--- src/rtl/muldiv_unit.sv ---
// ---------------------------------------------------------------------------
// muldiv_unit
//   Iterative RV32M multiply/divide unit for the EX stage. One operation is
//   accepted from IDLE on start; multiplies run a shift-add loop and divides
//   a restoring loop, one bit per cycle, on operand magnitudes. Signs are
//   re-applied when the result is registered. Divide-by-zero and signed
//   overflow (most-negative / -1) skip the loop entirely.
//
// Ports
//   clk     rising-edge clock
//   rst     asynchronous active-high reset
//   start   operation request, honoured only in IDLE
//   kill    synchronous abort, wins over start
//   funct3  instruction[14:12] selecting the operation (sampled with start)
//   op_a    rs1 value (sampled with start)
//   op_b    rs2 value (sampled with start)
//   busy    high while the FSM is not in IDLE
//   done    one-cycle pulse, result valid
//   result  operation result, held until the next completed operation
// ---------------------------------------------------------------------------
module muldiv_unit #(
    parameter int XLEN = 32,
    parameter int CW   = $clog2(XLEN)
) (
    input  logic            clk,
    input  logic            rst,
    input  logic            start,
    input  logic            kill,
    input  logic [2:0]      funct3,
    input  logic [XLEN-1:0] op_a,
    input  logic [XLEN-1:0] op_b,
    output logic            busy,
    output logic            done,
    output logic [XLEN-1:0] result
);

    typedef enum logic [1:0] {
        IDLE = 2'd0,
        RUN  = 2'd1,
        FIN  = 2'd2
    } state_t;

    localparam logic [XLEN-1:0] ALL_ONES = {XLEN{1'b1}};
    localparam logic [XLEN-1:0] ZERO     = {XLEN{1'b0}};
    localparam logic [XLEN-1:0] MOST_NEG = {1'b1, {(XLEN-1){1'b0}}};

    // Magnitude in XLEN+1 bits so the most-negative value does not overflow.
    // neg is only ever set when v's MSB is 1, so {neg, v} is a sign extension.
    function automatic logic [XLEN:0] magnitude(input logic [XLEN-1:0] v,
                                                input logic            neg);
        logic [XLEN:0] ext;
        ext = {neg, v};
        if (neg) begin
            magnitude = {(XLEN+1){1'b0}} - ext;
        end else begin
            magnitude = ext;
        end
    endfunction

    state_t          state_r;
    state_t          state_nxt_s;
    logic [CW-1:0]   cnt_r;
    logic [2:0]      funct3_r;
    logic            sa_r;
    logic            sb_r;
    logic            fast_r;
    logic [XLEN-1:0] fast_val_r;
    logic [XLEN:0]   dvs_r;        // multiplicand or divisor magnitude
    logic [2*XLEN:0] acc_r;        // {carry/remainder, product/quotient}
    logic            busy_r;
    logic            done_r;
    logic [XLEN-1:0] result_r;

    logic            accept_s;
    logic            a_signed_s;
    logic            b_signed_s;
    logic            sa_s;
    logic            sb_s;
    logic [XLEN:0]   mag_a_s;
    logic [XLEN:0]   mag_b_s;
    logic            fast_s;
    logic [XLEN-1:0] fast_val_s;
    logic [2*XLEN:0] step_s;
    logic [XLEN-1:0] final_s;
    logic            busy_nxt_s;
    logic            done_nxt_s;
    logic [XLEN-1:0] result_nxt_s;

    assign accept_s = (state_r == IDLE) && start && !kill;

    // Operand decode at issue: signedness, magnitudes and fast-path detection.
    always_comb begin
        a_signed_s = 1'b0;
        b_signed_s = 1'b0;
        case (funct3)
            3'b000, 3'b001, 3'b100, 3'b110: begin
                a_signed_s = 1'b1;
                b_signed_s = 1'b1;
            end
            3'b010: begin
                a_signed_s = 1'b1;
                b_signed_s = 1'b0;
            end
            default: begin
                a_signed_s = 1'b0;
                b_signed_s = 1'b0;
            end
        endcase
        sa_s    = a_signed_s & op_a[XLEN-1];
        sb_s    = b_signed_s & op_b[XLEN-1];
        mag_a_s = magnitude(op_a, sa_s);
        mag_b_s = magnitude(op_b, sb_s);

        fast_s     = 1'b0;
        fast_val_s = ZERO;
        if (funct3[2] && (op_b == ZERO)) begin
            // funct3[1] selects remainder over quotient
            fast_s     = 1'b1;
            fast_val_s = funct3[1] ? op_a : ALL_ONES;
        end else if (funct3[2] && !funct3[0] && (op_a == MOST_NEG) && (op_b == ALL_ONES)) begin
            fast_s     = 1'b1;
            fast_val_s = funct3[1] ? ZERO : op_a;
        end else begin
            fast_s     = 1'b0;
            fast_val_s = ZERO;
        end
    end

    // One iteration of shift-add multiply or restoring divide.
    always_comb begin
        logic [XLEN:0] addend;
        logic [XLEN:0] sum;
        logic [XLEN:0] trial;
        logic [XLEN:0] diff;
        logic          ge;
        addend = acc_r[0] ? dvs_r : {(XLEN+1){1'b0}};
        sum    = acc_r[2*XLEN:XLEN] + addend;
        trial  = acc_r[2*XLEN-1:XLEN-1];
        ge     = (trial >= dvs_r);
        diff   = trial - dvs_r;
        if (funct3_r[2]) begin
            step_s = {(ge ? diff : trial), acc_r[XLEN-2:0], ge};
        end else begin
            step_s = {1'b0, sum, acc_r[XLEN-1:1]};
        end
    end

    // Sign fix-up and field selection applied when the result is registered.
    always_comb begin
        logic [2*XLEN-1:0] prod;
        logic [XLEN-1:0]   quo;
        logic [XLEN-1:0]   rem;
        prod = acc_r[2*XLEN-1:0];
        quo  = acc_r[XLEN-1:0];
        rem  = acc_r[2*XLEN-1:XLEN];
        if (sa_r ^ sb_r) begin
            prod = {(2*XLEN){1'b0}} - prod;
            quo  = ZERO - quo;
        end else begin
            prod = acc_r[2*XLEN-1:0];
            quo  = acc_r[XLEN-1:0];
        end
        if (sa_r) begin
            rem = ZERO - rem;
        end else begin
            rem = acc_r[2*XLEN-1:XLEN];
        end
        case (funct3_r)
            3'b000:                 final_s = prod[XLEN-1:0];
            3'b001, 3'b010, 3'b011: final_s = prod[2*XLEN-1:XLEN];
            3'b100, 3'b101:         final_s = quo;
            3'b110, 3'b111:         final_s = rem;
            default:                final_s = ZERO;
        endcase
        if (fast_r) begin
            final_s = fast_val_r;
        end else begin
            final_s = final_s;
        end
    end

    // FSM state register.
    always_ff @(posedge clk or posedge rst) begin
        if (rst) begin
            state_r <= IDLE;
        end else begin
            state_r <= state_nxt_s;
        end
    end

    // FSM next-state logic; kill returns to IDLE from anywhere.
    always_comb begin
        state_nxt_s = state_r;
        case (state_r)
            IDLE: begin
                if (accept_s) begin
                    state_nxt_s = fast_s ? FIN : RUN;
                end else begin
                    state_nxt_s = IDLE;
                end
            end
            RUN: begin
                if (kill) begin
                    state_nxt_s = IDLE;
                end else if (cnt_r == {CW{1'b0}}) begin
                    state_nxt_s = FIN;
                end else begin
                    state_nxt_s = RUN;
                end
            end
            FIN:     state_nxt_s = IDLE;
            default: state_nxt_s = IDLE;
        endcase
    end

    // FSM output logic: next values of the registered outputs.
    always_comb begin
        busy_nxt_s   = (state_nxt_s != IDLE);
        done_nxt_s   = 1'b0;
        result_nxt_s = result_r;
        if ((state_r == FIN) && !kill) begin
            done_nxt_s   = 1'b1;
            result_nxt_s = final_s;
        end else begin
            done_nxt_s   = 1'b0;
            result_nxt_s = result_r;
        end
    end

    // Output registers.
    always_ff @(posedge clk or posedge rst) begin
        if (rst) begin
            busy_r   <= 1'b0;
            done_r   <= 1'b0;
            result_r <= ZERO;
        end else begin
            busy_r   <= busy_nxt_s;
            done_r   <= done_nxt_s;
            result_r <= result_nxt_s;
        end
    end

    // Datapath: operand capture at issue, one iteration per RUN cycle.
    always_ff @(posedge clk or posedge rst) begin
        if (rst) begin
            cnt_r      <= {CW{1'b0}};
            funct3_r   <= 3'b000;
            sa_r       <= 1'b0;
            sb_r       <= 1'b0;
            fast_r     <= 1'b0;
            fast_val_r <= ZERO;
            dvs_r      <= {(XLEN+1){1'b0}};
            acc_r      <= {(2*XLEN+1){1'b0}};
        end else if (accept_s) begin
            cnt_r      <= CW'(XLEN-1);
            funct3_r   <= funct3;
            sa_r       <= sa_s;
            sb_r       <= sb_s;
            fast_r     <= fast_s;
            fast_val_r <= fast_val_s;
            // divide: divisor is op_b, dividend enters the quotient field
            // multiply: multiplicand is op_a, multiplier enters the low field
            if (funct3[2]) begin
                dvs_r <= mag_b_s;
                acc_r <= {{(XLEN+1){1'b0}}, mag_a_s[XLEN-1:0]};
            end else begin
                dvs_r <= mag_a_s;
                acc_r <= {{(XLEN+1){1'b0}}, mag_b_s[XLEN-1:0]};
            end
        end else if ((state_r == RUN) && !kill) begin
            acc_r <= step_s;
            if (cnt_r != {CW{1'b0}}) begin
                cnt_r <= cnt_r - {{(CW-1){1'b0}}, 1'b1};
            end else begin
                cnt_r <= cnt_r;
            end
        end else begin
            acc_r <= acc_r;
            cnt_r <= cnt_r;
        end
    end

    assign busy   = busy_r;
    assign done   = done_r;
    assign result = result_r;

endmodule

--- config.mk ---
export PLATFORM = sky130hd
export DESIGN_NAME = muldiv_unit
export DESIGN_NICKNAME = d
export VERILOG_FILES = /design/src/rtl/muldiv_unit.sv
export SDC_FILE = /design/constraint.sdc
export NUM_CORES = 1
export LEC_CHECK = 0
export CAP_MARGIN = 20
export CORE_MARGIN = 3
export CORE_UTILIZATION = 60
export DETAILED_ROUTE_END_ITERATION = 8
export GPL_TIMING_DRIVEN = 1
export PLACE_DENSITY = 0.85
export SLEW_MARGIN = 20
export SYNTH_ARGS = -nofsm -noshare
export SYNTH_HDL_FRONTEND = slang
export SYNTH_SLANG_ARGS = --single-unit
--- constraint.sdc ---
create_clock -name clk -period 15.6 [get_ports clk]
set_clock_uncertainty 0.05 [all_clocks]
set_input_delay 4.68 -clock clk [delete_from_list [all_inputs] [get_ports clk]]
set_output_delay 4.68 -clock clk [all_outputs]
set_load 0.05 [all_outputs]
# [Word-level counts from Yosys, hierarchy flattened]
# Cells that the tools add are included.
[classes] n_shift=0 multipliers=0 div_mod_pow=0 eq_ne=15 n_addsub=8 bitwise_logic=3 muxes=31 reduce_logical=25 order_cmp=1
[ops] cell="2-to-1 mux 32 bit" count=8
[ops] cell="2-to-1 mux 65 bit" count=3
[ops] cell="2-to-1 mux 33 bit" count=5
[ops] cell="case mux 32 bit (4 select lines)" count=1
[ops] cell="subtractor 1 x 33 -> 33 bit, first input constant" count=2
[ops] cell="equality test 32 bit, second input constant" count=2
[ops] cell="2-to-1 mux 64 bit" count=1
[ops] cell="subtractor 1 x 32 -> 32 bit, first input constant" count=2
[ops] cell="subtractor 1 x 64 -> 64 bit, first input constant" count=1
[ops] cell="adder 33 bit" count=1
[ops] cell="greater-or-equal comparator 33 bit" count=1
[ops] cell="subtractor 33 bit" count=1
[ops] cell="logical NOT 32 bit" count=1
[ops] cell="equality test 3 bit, second input constant" count=6
[ops] cell="2-to-1 mux 5 bit" count=3
[ops] cell="equality test 3 x 2 -> 1 bit, second input constant" count=3
[ops] cell="logical AND 1 bit" count=8
[ops] cell="2-to-1 mux 2 bit" count=4
[ops] cell="equality test 3 x 1 -> 1 bit, second input constant" count=2
[ops] cell="logical NOT 3 bit" count=2
[ops] cell="nonzero test 2 bit" count=3
[ops] cell="logical NOT 5 bit" count=1
[ops] cell="2-to-1 mux 1 bit" count=5
[ops] cell="nonzero test 5 bit" count=1
[ops] cell="13 further kinds" count=16
[word_totals] ff_bits=177 memories=0 romBits=0 latchBits=0 out_inout_bits=34 ramBits=0

# [Logic depth before layout (Yosys ltp)]
[depth] ltp_word=10 ltp_mapped=16 ltp_nobuf=14

# [Worst setup path before layout]
# Ideal clock, no wire load.
[synth_timing] kind="in2reg" start="input op_b[2]" end="register fast_val_r[0]" required_time_ns=15.473 arrival_ns=7.162 slack_ns=8.312 n_path_buf=1 stages=11 path_cell_list="or3_1 > or3b_1 > nor3_1 > nand2_1 > nor3_2 > nand4b_1 > nand2_1 > nand2_1 > a21o_1 > clkbuf_1 > o21ai_1"
[synth_via] elab_chain_cells=4 word_cells_on_any_way=6 classes_between="1 x eq/ne; 2 x mux; 3 x reduce/logical"
[synth_lines] item="start, declared" line="31" source="input logic [XLEN-1:0] op_b,"
[synth_lines] item="equality test 32 bit" line="120" source="end else if (funct3[2] && !funct3[0] && (op_a == MOST_NEG) && (op_b == ALL_ONES)) begin"
[synth_lines] item="logical AND 1 bit" line="120"
[synth_lines] item="2-to-1 mux 32 bit" line="120"
[synth_lines] item="2-to-1 mux 32 bit (*)" line="116" source="if (funct3[2] && (op_b == ZERO)) begin"
[synth_lines] item="end signal, assigned" line="260" source="fast_val_r <= fast_val_s;"
[synth_lines] item="end, declared" line="67" source="logic [XLEN-1:0] fast_val_r;"
# Every way passes the cells marked *; elsewhere a longest branch is shown, timed or not.
# A chain may end at the register's enable or synchronous reset.

# [Final worst setup path]
[layout_timing] start="input op_b[2]" end="register fast_val_r[26]"
# Same word-level chain as after synthesis.

==> reports/results.tsv <==
metric	value	unit
status	complete, no violations	
finalCritPeriodShare	52.6	%
async_reset_ff_share	100	%
reg2reg_to	acc_r[63]	
avgViaCountPerCell	6.73	
clk_latency	0.44	ns
ff_latch_area	0.00443	mm²
vias	16363	
cts_resized	0	
routedWlPerCell	22.8	µm
grt_pass1_vias	15186	
port_buffers	104	
fp.dieW	168	µm
hold_ws	0.439	ns
diodes	0	
core	0.0254	mm²
ant_nets	0	
dp_hpwl	41.8	mm
crit_arrival	8.52	ns
overflow	0	
startpoint	op_b[2]	
cts_setup_buffers	0	
p_per_area	165	mW/mm²
synth-edff-count	0	
start_util	61.7	%
clkTransAtPathRegs	0.07	ns
finalSetupTns	0	ns
dr.pass1.iters	9	
tightestPinTransition	1.01	ns
ys_warn_count	0	
drive_gt1_share	3.81	%
setup_viol	0	
max-slew-margin-rel	32.4	%
cts_buffers	17	
final_max_slew_viol_count	0	
hp-class	reg2reg	
synth-main-ff-cell	dfrtp_1	
routed_wl	55.5	mm
r2r_cells	14	
grt_usage	38.8	%
endpoint	fast_val_r[26]	
ys_seq_area_share	28.2	%
fillers	2116	
leakage	7.42	nW
syn-num-nets	2220	
yosysUniqueCellTypes	79	
max-vdd-ir-drop	0.0861	mV
antenna_found_initial	0	
io_pins	105	
syn_inst	2076	
worstSetupStartpointType	input port	
r2r_slack	10.98	ns
cts_hold_buf	0	
h-tree-depth	4	
die_h	168	µm
ys_ff_latch	177	
critical_path_required	15.90	ns
num_rows	58	
fmax	122	MHz
syn_to_final_growth	11.0	%
syn_avg_cell_area	7.55	µm²
grt_max_degree	112	
rsz0062_at_grt	no	
dr.first_iter.drc_count	2320	
cts_buffer_depth	2	
cts_tree	yes	
drc	0	
cp_max_fo	32	
period_needed	8.21	ns
reg2reg_from	acc_r[0]	
end_kind	flop	
place_congestion	1.02	
hold_viol_final	0	
cts-root-buf	clkbuf_16	
numClockSinks	177	
grt_pass1_wl	86.3	mm
nNetsFinal	2232	
syn_area	0.0157	mm²
cap_violations	0	
multi_input_area	0.0105	mm²
crit_type	in2reg	
die-area	0.0281	mm²
## cells by family after synthesis
family / synth area share (%)
adders and majority gates: 5.92
muxes: 3.26
DFF: 28.2
xor gates and xnor gates: 11.0
AOI/OAI and AO/OA: 27.0
and+or+nand+nor: 19.6
buffers and inverters: 4.95
## per-stage QoR
step           setup slack (ns)  utilization, %  area [µm²]  power (mW)  std cells
2_1_floorplan              6.07               -       15700        1.95       2076
3_3_place_gp               7.01            66.2       16800        2.33       2397
3_5_place_dp               7.01            66.2       16800        2.37       2398
4_1_cts                    7.47            68.5       17400        2.81       2430
5_1_grt                    7.20            68.5       17400        3.05       2431
6_report                   7.39            68.5       17400        2.88       2431
## worst min-delay path by stage
stage,start,to,slack (ns),cells past startpoint
after floorplan,fast_val_r[20],fast_val_r[20],0.40,2
after global placement,dvs_r[9],dvs_r[9],0.41,2
after detailed placement,dvs_r[9],dvs_r[9],0.42,2
after CTS,dvs_r[9],dvs_r[9],0.44,2
after global routing,dvs_r[22],dvs_r[22],0.46,2
final,dvs_r[9],dvs_r[9],0.44,2
## routing by layer
metal / GRT usage, % / vias to the layer above / routed length, µm
met3: 12.5 / 240 / 7090
met1: 51.1 / 7577 / 21300
met4: 19.9 / 0 / 3640
met2: 57.5 / 1090 / 23500
li1: - / 7456 / -
met5: 0 / - / 0
## cells in the mapped netlist (38+ instances only)
library cell  instances  share of area (%)
o21ai_1              70                2.2
a21oi_1             191                6.1
o21ai_0             158                5.0
xnor2_1             108                6.0
a21o_1               44                2.1
mux2i_1              50                3.2
nor3_1               38                1.2
xor2_1               88                4.9
nand2_1             255                6.1
o211ai_1             49                2.3
dfrtp_1             177                 28
clkbuf_1            123                2.9
inv_1                73                1.7
ha_1                 71                5.7
nor2_1              218                5.2
## registers in the layout, indices dropped and copies added (netlist names)
name        cells
sb_r            1
cnt_r           5
done            1
acc_r          65
dvs_r          33
busy            1
fast_r          1
funct3_r        3
fast_val_r     32
result         32
state_r         2
sa_r            1
## cell type report
class | instances | area share (%)
inverters | 74 | 1.62
well taps | 330 | 2.37
clock buffers | 18 | 2.52
repair buffers | 126 | 6.91
clock inverters | 14 | 0.805
multi-input cells | 1692 | 60.3
flip-flops and latches | 177 | 25.4
## cell usage in the layout (no fill, tap or decap), types with 44 or more instances in the layout
master / Yosys / layout
nand2_1: 255 / 255
ha_1: 71 / 71
xnor2_1: 108 / 108
inv_1: 73 / 72
o21ai_0: 158 / 158
dfrtp_1: 177 / 176
a21oi_1: 191 / 191
o211ai_1: 49 / 49
mux2i_1: 50 / 50
a21o_1: 44 / 44
nor2_1: 218 / 216
xor2_1: 88 / 87
clkdlybuf4s50_1: 0 / 103
o21ai_1: 70 / 70
## where the power goes
part	internal, mW	switching, mW
Combinational	0.674	0.998
Clock	0.217	0.217
Sequential	0.543	0.231
Total	1.43	1.45
## worst max-delay path: stages
cell,delay (ns)
clkdlybuf4s50_1,0.49
or3_1,0.44
or3b_1,0.45
nor3_1,0.50
nand2_1,0.19
nor3_2,0.34
nand4b_1,0.28
nand2_1,0.19
nand2_1,0.09
a21o_1,0.56
o21ai_1,0.28
(Power assumes the default switching activity.)
